## src/rtl/apb3_master.sv

```systemverilog
// Purpose: turns a valid/ready command into one APB3 transfer and reports a one-cycle response.
// Latency: handshake at N, SETUP at N+1, ACCESS at N+2, rsp_valid at N+3 at best (one transfer per 3 cycles).
// Backpressure: cmd_ready is high only in IDLE; rsp_valid cannot be stalled; PREADY stretches ACCESS up to TIMEOUT cycles.
module apb3_master #(
  parameter int APB3_AW = 32,
  parameter int APB3_DW = 32,
  parameter int TIMEOUT = 256
) (
  input  logic               PCLK,
  input  logic               PRESETN,
  input  logic               cmd_valid,
  output logic               cmd_ready,
  input  logic               cmd_write,
  input  logic [APB3_AW-1:0] cmd_addr,
  input  logic [APB3_DW-1:0] cmd_wdata,
  output logic               rsp_valid,
  output logic [APB3_DW-1:0] rsp_rdata,
  output logic               rsp_err,
  output logic               rsp_timeout,
  output logic [APB3_AW-1:0] PADDR,
  output logic [APB3_DW-1:0] PWDATA,
  output logic               PWRITE,
  output logic               PSEL,
  output logic               PENABLE,
  input  logic [APB3_DW-1:0] PRDATA,
  input  logic               PREADY,
  input  logic               PSLVERR
);

  typedef enum logic [1:0] {IDLE, SETUP, ACCESS} state_t;

  // Last counter value before giving up; meaningless (and unused) when TIMEOUT is 0.
  localparam logic [15:0] TO_LAST = 16'(TIMEOUT - 1);

  state_t      state;
  state_t      state_nxt;
  logic [15:0] wait_cnt;
  logic        hs;
  logic        done;
  logic        timeout_hit;

  assign hs          = cmd_valid & cmd_ready;
  assign done        = (state == ACCESS) & PREADY;
  // A slave that answers on the very last allowed cycle still completes normally.
  assign timeout_hit = (TIMEOUT != 0) && (state == ACCESS) && !PREADY && (wait_cnt == TO_LAST);

  // State register.
  always_ff @(posedge PCLK or negedge PRESETN) begin
    if (!PRESETN) state <= IDLE;
    else          state <= state_nxt;
  end

  // Next-state logic: SETUP always lasts one cycle, ACCESS ends on PREADY or timeout.
  always_comb begin
    state_nxt = state;
    case (state)
      IDLE:    if (hs) state_nxt = SETUP;
      SETUP:   state_nxt = ACCESS;
      ACCESS:  if (done || timeout_hit) state_nxt = IDLE;
      default: state_nxt = IDLE;
    endcase
  end

  // Bus control and command acceptance decoded from the current state.
  always_comb begin
    cmd_ready = 1'b0;
    PSEL      = 1'b0;
    PENABLE   = 1'b0;
    case (state)
      IDLE:    cmd_ready = 1'b1;
      SETUP:   PSEL      = 1'b1;
      ACCESS: begin
        PSEL    = 1'b1;
        PENABLE = 1'b1;
      end
      default: cmd_ready = 1'b0;
    endcase
  end

  // Address/data phase registers: loaded only on a handshake, so they hold through the transfer and in IDLE.
  always_ff @(posedge PCLK or negedge PRESETN) begin
    if (!PRESETN) begin
      PADDR  <= '0;
      PWDATA <= '0;
      PWRITE <= 1'b0;
    end else if (hs) begin
      PADDR  <= cmd_addr;
      PWDATA <= cmd_wdata;
      PWRITE <= cmd_write;
    end
  end

  // Wait counter: cleared while in SETUP so it starts at 0 in the first ACCESS cycle.
  always_ff @(posedge PCLK or negedge PRESETN) begin
    if (!PRESETN)                      wait_cnt <= '0;
    else if (state == SETUP)           wait_cnt <= '0;
    else if (state == ACCESS && !PREADY) wait_cnt <= wait_cnt + 16'd1;
  end

  // Response registers: rsp_valid pulses for one cycle, the payload holds until the next completion.
  always_ff @(posedge PCLK or negedge PRESETN) begin
    if (!PRESETN) begin
      rsp_valid   <= 1'b0;
      rsp_rdata   <= '0;
      rsp_err     <= 1'b0;
      rsp_timeout <= 1'b0;
    end else begin
      rsp_valid <= done | timeout_hit;
      if (done) begin
        rsp_rdata   <= PWRITE ? '0 : PRDATA;
        rsp_err     <= PSLVERR;
        rsp_timeout <= 1'b0;
      end else if (timeout_hit) begin
        rsp_rdata   <= '0;
        rsp_err     <= 1'b1;
        rsp_timeout <= 1'b1;
      end
    end
  end

endmodule
```

## config.mk

```make
export PLATFORM = sky130hd
export DESIGN_NAME = apb3_master
export DESIGN_NICKNAME = d
export VERILOG_FILES = /design/src/rtl/apb3_master.sv
export SDC_FILE = /design/constraint.sdc
export NUM_CORES = 1
export LEC_CHECK = 0
export CAP_MARGIN = 10
export CORE_MARGIN = 5
export CORE_UTILIZATION = 26
export DETAILED_ROUTE_END_ITERATION = 6
export HOLD_SLACK_MARGIN = 0.1
export MAX_ROUTING_LAYER = met4
export PLACE_DENSITY_LB_ADDON = 0.05
export SLEW_MARGIN = 0
export SYNTH_ARGS = -nofsm -noshare
export SYNTH_HDL_FRONTEND = slang
export SYNTH_SLANG_ARGS = --single-unit
```

## constraint.sdc

```tcl
create_clock -name PCLK -period 3 [get_ports PCLK]
set_input_delay 0.75 -clock PCLK [delete_from_list [all_inputs] [get_ports PCLK]]
set_output_delay 0.75 -clock PCLK [all_outputs]
set_load 0.01 [all_outputs]
```

==> impl_metrics.toml <==
[timing]
setup_viol = 0
rsz0062_at_grt = "false"
tightest_slew_ns = 0.8154
drv_slew = 0
slew_headroom_pct = 45.64
skew_ns = 0.006965
tns_ns = 0
max_freq_ghz = 0.3786
hold_viol_final = 0
post-route-period-util_pct = 88.03
period_minus_slack_ns = 2.641

[critical_path]
worstPathCellList = "inv_1 > ha_1 > clkdlybuf4s50_1"
critPathSlowestCell = "clkdlybuf4s50_1"
cpPeakStageDelay_ns = 0.62
cpLargestDelayFamily = "buffers and inverters"
critPathArrivalTime_ns = 1.89
start_kind = "flip-flop"
cp_num_buf_inv = 2
cp_data_required_time_ns = 2.25
cp_max_fo = 8
crit_type = "reg2out"
end_kind = "output pin"

[logic_synthesis]
yosysWarnings = 0
synth_seq_cells = 118
async_flop_share_pct = 100.0
synth_seq_area_share_pct = 63.56
ys_types = 33
syn_nets = 426
syn-instance-count = 320
yosysTopAreaCell = "dfrtp_1"
synth_top_area_share_pct = 63.56
syn_area_sq_mm = 0.004646
synth_ff_type = "dfrtp_1"
avgSynthCellArea_sq_um = 14.52
synth_edf_count = 0
synth_area_leaders = "dfrtp_1 64%, mux2_2 16%, a22o_1 6.0%, xor2_1 1.9%, nor2_1 1.2%"

[floorplan]
core_sq_mm = 0.01742
io_pins = 205
rows = 48
fp.dieW_um = 143.7
start_util_pct = 26.67
die_area_sq_mm = 0.02064
die_h_um = 143.7

[clock_network]
cts_resized = 0
clk_latency_ns = 0.41
cts_setup_buffers = 0
clk_path_buf_depth = 2
cts_root_buf = "clkbuf_16"
clk_pin_slew_ns = 0.06
htreeDepth = 4
cts_tree = "done"
cts_buffers = 17
hold_buffers = 0
clock_sinks = 118

[routing]
via_count = 3390
totalWireLength_um = 13280
vias_per_cell = 4.403
drt_iter0_drc = 87
post_drt_wl_per_cell_um = 17.24
firstDrtPassIters = 4
drc = 0
antenna_left = 0

[global_routing]
grt_pass1_wl_um = 20800
gr-total-overflow = 0
grt_max_degree = 57
first_global_vias = 3783
antenna_found_initial = 0
grt_util_all_layers_pct = 13.72

[status]
status = "finished, final reports clean"

[placement]
post-place-cells = 738
dp_hpwl_um = 9529
port_buffers = 204
place_congestion = 0.7074

[power]
p_leak_nw = 3.235
power_density_mw_per_mm2 = 1007
irDropWorstVdd_mv = 0.4990

[finish]
diodes = 0
post_route_cells_drive_above_1_share_pct = 20.00
final_common_cell = "clkdlybuf4s50_1"
syn_to_final_growth_pct = 62.97
fillCellCount = 1602
layout.cells.non_filler = 770
fin_nets = 638
final_cell_mix = "203 x clkdlybuf4s50_1, 118 x dfrtp_1, 67 x mux2_2"

[worst_hold_path]
hold_class = "in2async"

[flow_run]
maxCapViolCount = 0
[kinds of logic after synthesis]
group	Yosys count	synth area share, %
mux	67	16.24
compound gates	46	8.430
flops	118	63.56
xor+xnor	12	2.262
buf+inv	23	2.639
fa+ha+maj	4	1.077
simple gates	50	5.791
[routing by layer]
layer  wire [um]  part of all wire, %  track usage, %  vias up
met5           0                    0               -        -
met4         248                  1.9           5.055        0
met3        1428                   11           7.454       18
met2        6049                   46           19.81      140
met1        5548                   42           16.14     1661
li1            -                    -               -     1571
[power by group]
group          internal (mW)  leakage, nW  switching, mW
Clock                   1.45        0.307          0.705
Combinational           1.80         1.46           1.13
Sequential              2.23         1.47          0.315
[per-stage QoR]
step                      power [mW]  area [sq um]  util [%]  setup slack (ns)  hold slack, ns
after global placement         5.522          6945     39.88            0.4623          0.4858
final                          7.623          7571     43.47            0.3590          0.2735
after global routing           8.106          7571     43.47            0.2294          0.2816
after floorplan                3.810          4646         -             1.183          0.4544
after detailed placement       5.555          6945     39.88            0.4220          0.4898
after CTS                      7.775          7571     43.47            0.3066          0.2702
[cell usage after synthesis, types with 2 or more instances]
cell / count
and3_1: 3
xor2_1: 10
buf_4: 2
a22o_1: 32
a21oi_1: 4
buf_2: 5
clkbuf_1: 8
mux2_2: 67
nor2b_1: 3
o21ai_0: 4
or4_1: 2
nand4_1: 6
xnor2_1: 2
nor2_1: 15
nor4_1: 2
and4_1: 3
buf_6: 3
ha_1: 4
nand2_1: 10
inv_1: 5
dfrtp_1: 118
[flip-flops by register name, summed over array words and instances, names as in the netlist]
register and count:
PWRITE 1, PWDATA 32, wait_cnt 16, rsp_valid 1, rsp_timeout 1, state 2, rsp_rdata 32, PADDR 32
rsp_err 1
[final timing paths]
| kind | endpoint | start | slack, ns | cells after the start |
|---|---|---|---|---|
| max reg2reg | wait_cnt[15]$_DFFE_PN0P_ | state[0]$_DFFE_PN0P_ | 0.92 | 6 |
| min | state[0]$_DFFE_PN0P_ | PRESETN | 0.27 | 1 |
| max in group asynchronous | PADDR[17]$_DFFE_PN0P_ | PRESETN | 1.90 | 2 |
| min in group PCLK | PWDATA[11]$_DFFE_PN0P_ | PWDATA[11]$_DFFE_PN0P_ | 0.50 | 1 |
| min reg2reg | PWDATA[11]$_DFFE_PN0P_ | PWDATA[11]$_DFFE_PN0P_ | 0.50 | 1 |
| max | PENABLE | state[0]$_DFFE_PN0P_ | 0.36 | 3 |
[worst reg2reg max path, delay by kind of cell (launching register included)]
kind	cells	cell delay (ns)
buffers and inverters	1	0.10
AOI/OAI and AO/OA	1	0.17
DFF	1	0.38
adders and majority gates	1	0.38
and+or+nand+nor	3	0.98
[layout make-up]
| cell class | instances | area (sq um) | area share (%) |
|---|---|---|---|
| timing repair buffer | 211 | 2117 | 27.96 |
| sequential | 118 | 2953 | 39.00 |
| clock inverter | 9 | 147.6 | 1.950 |
| tap | 225 | 281.5 | 3.718 |
| clock buffer | 23 | 478.0 | 6.313 |
| multi-input combinational | 179 | 1575 | 20.81 |
| inverter | 5 | 18.77 | 0.2479 |
(Power assumes the default switching activity.)
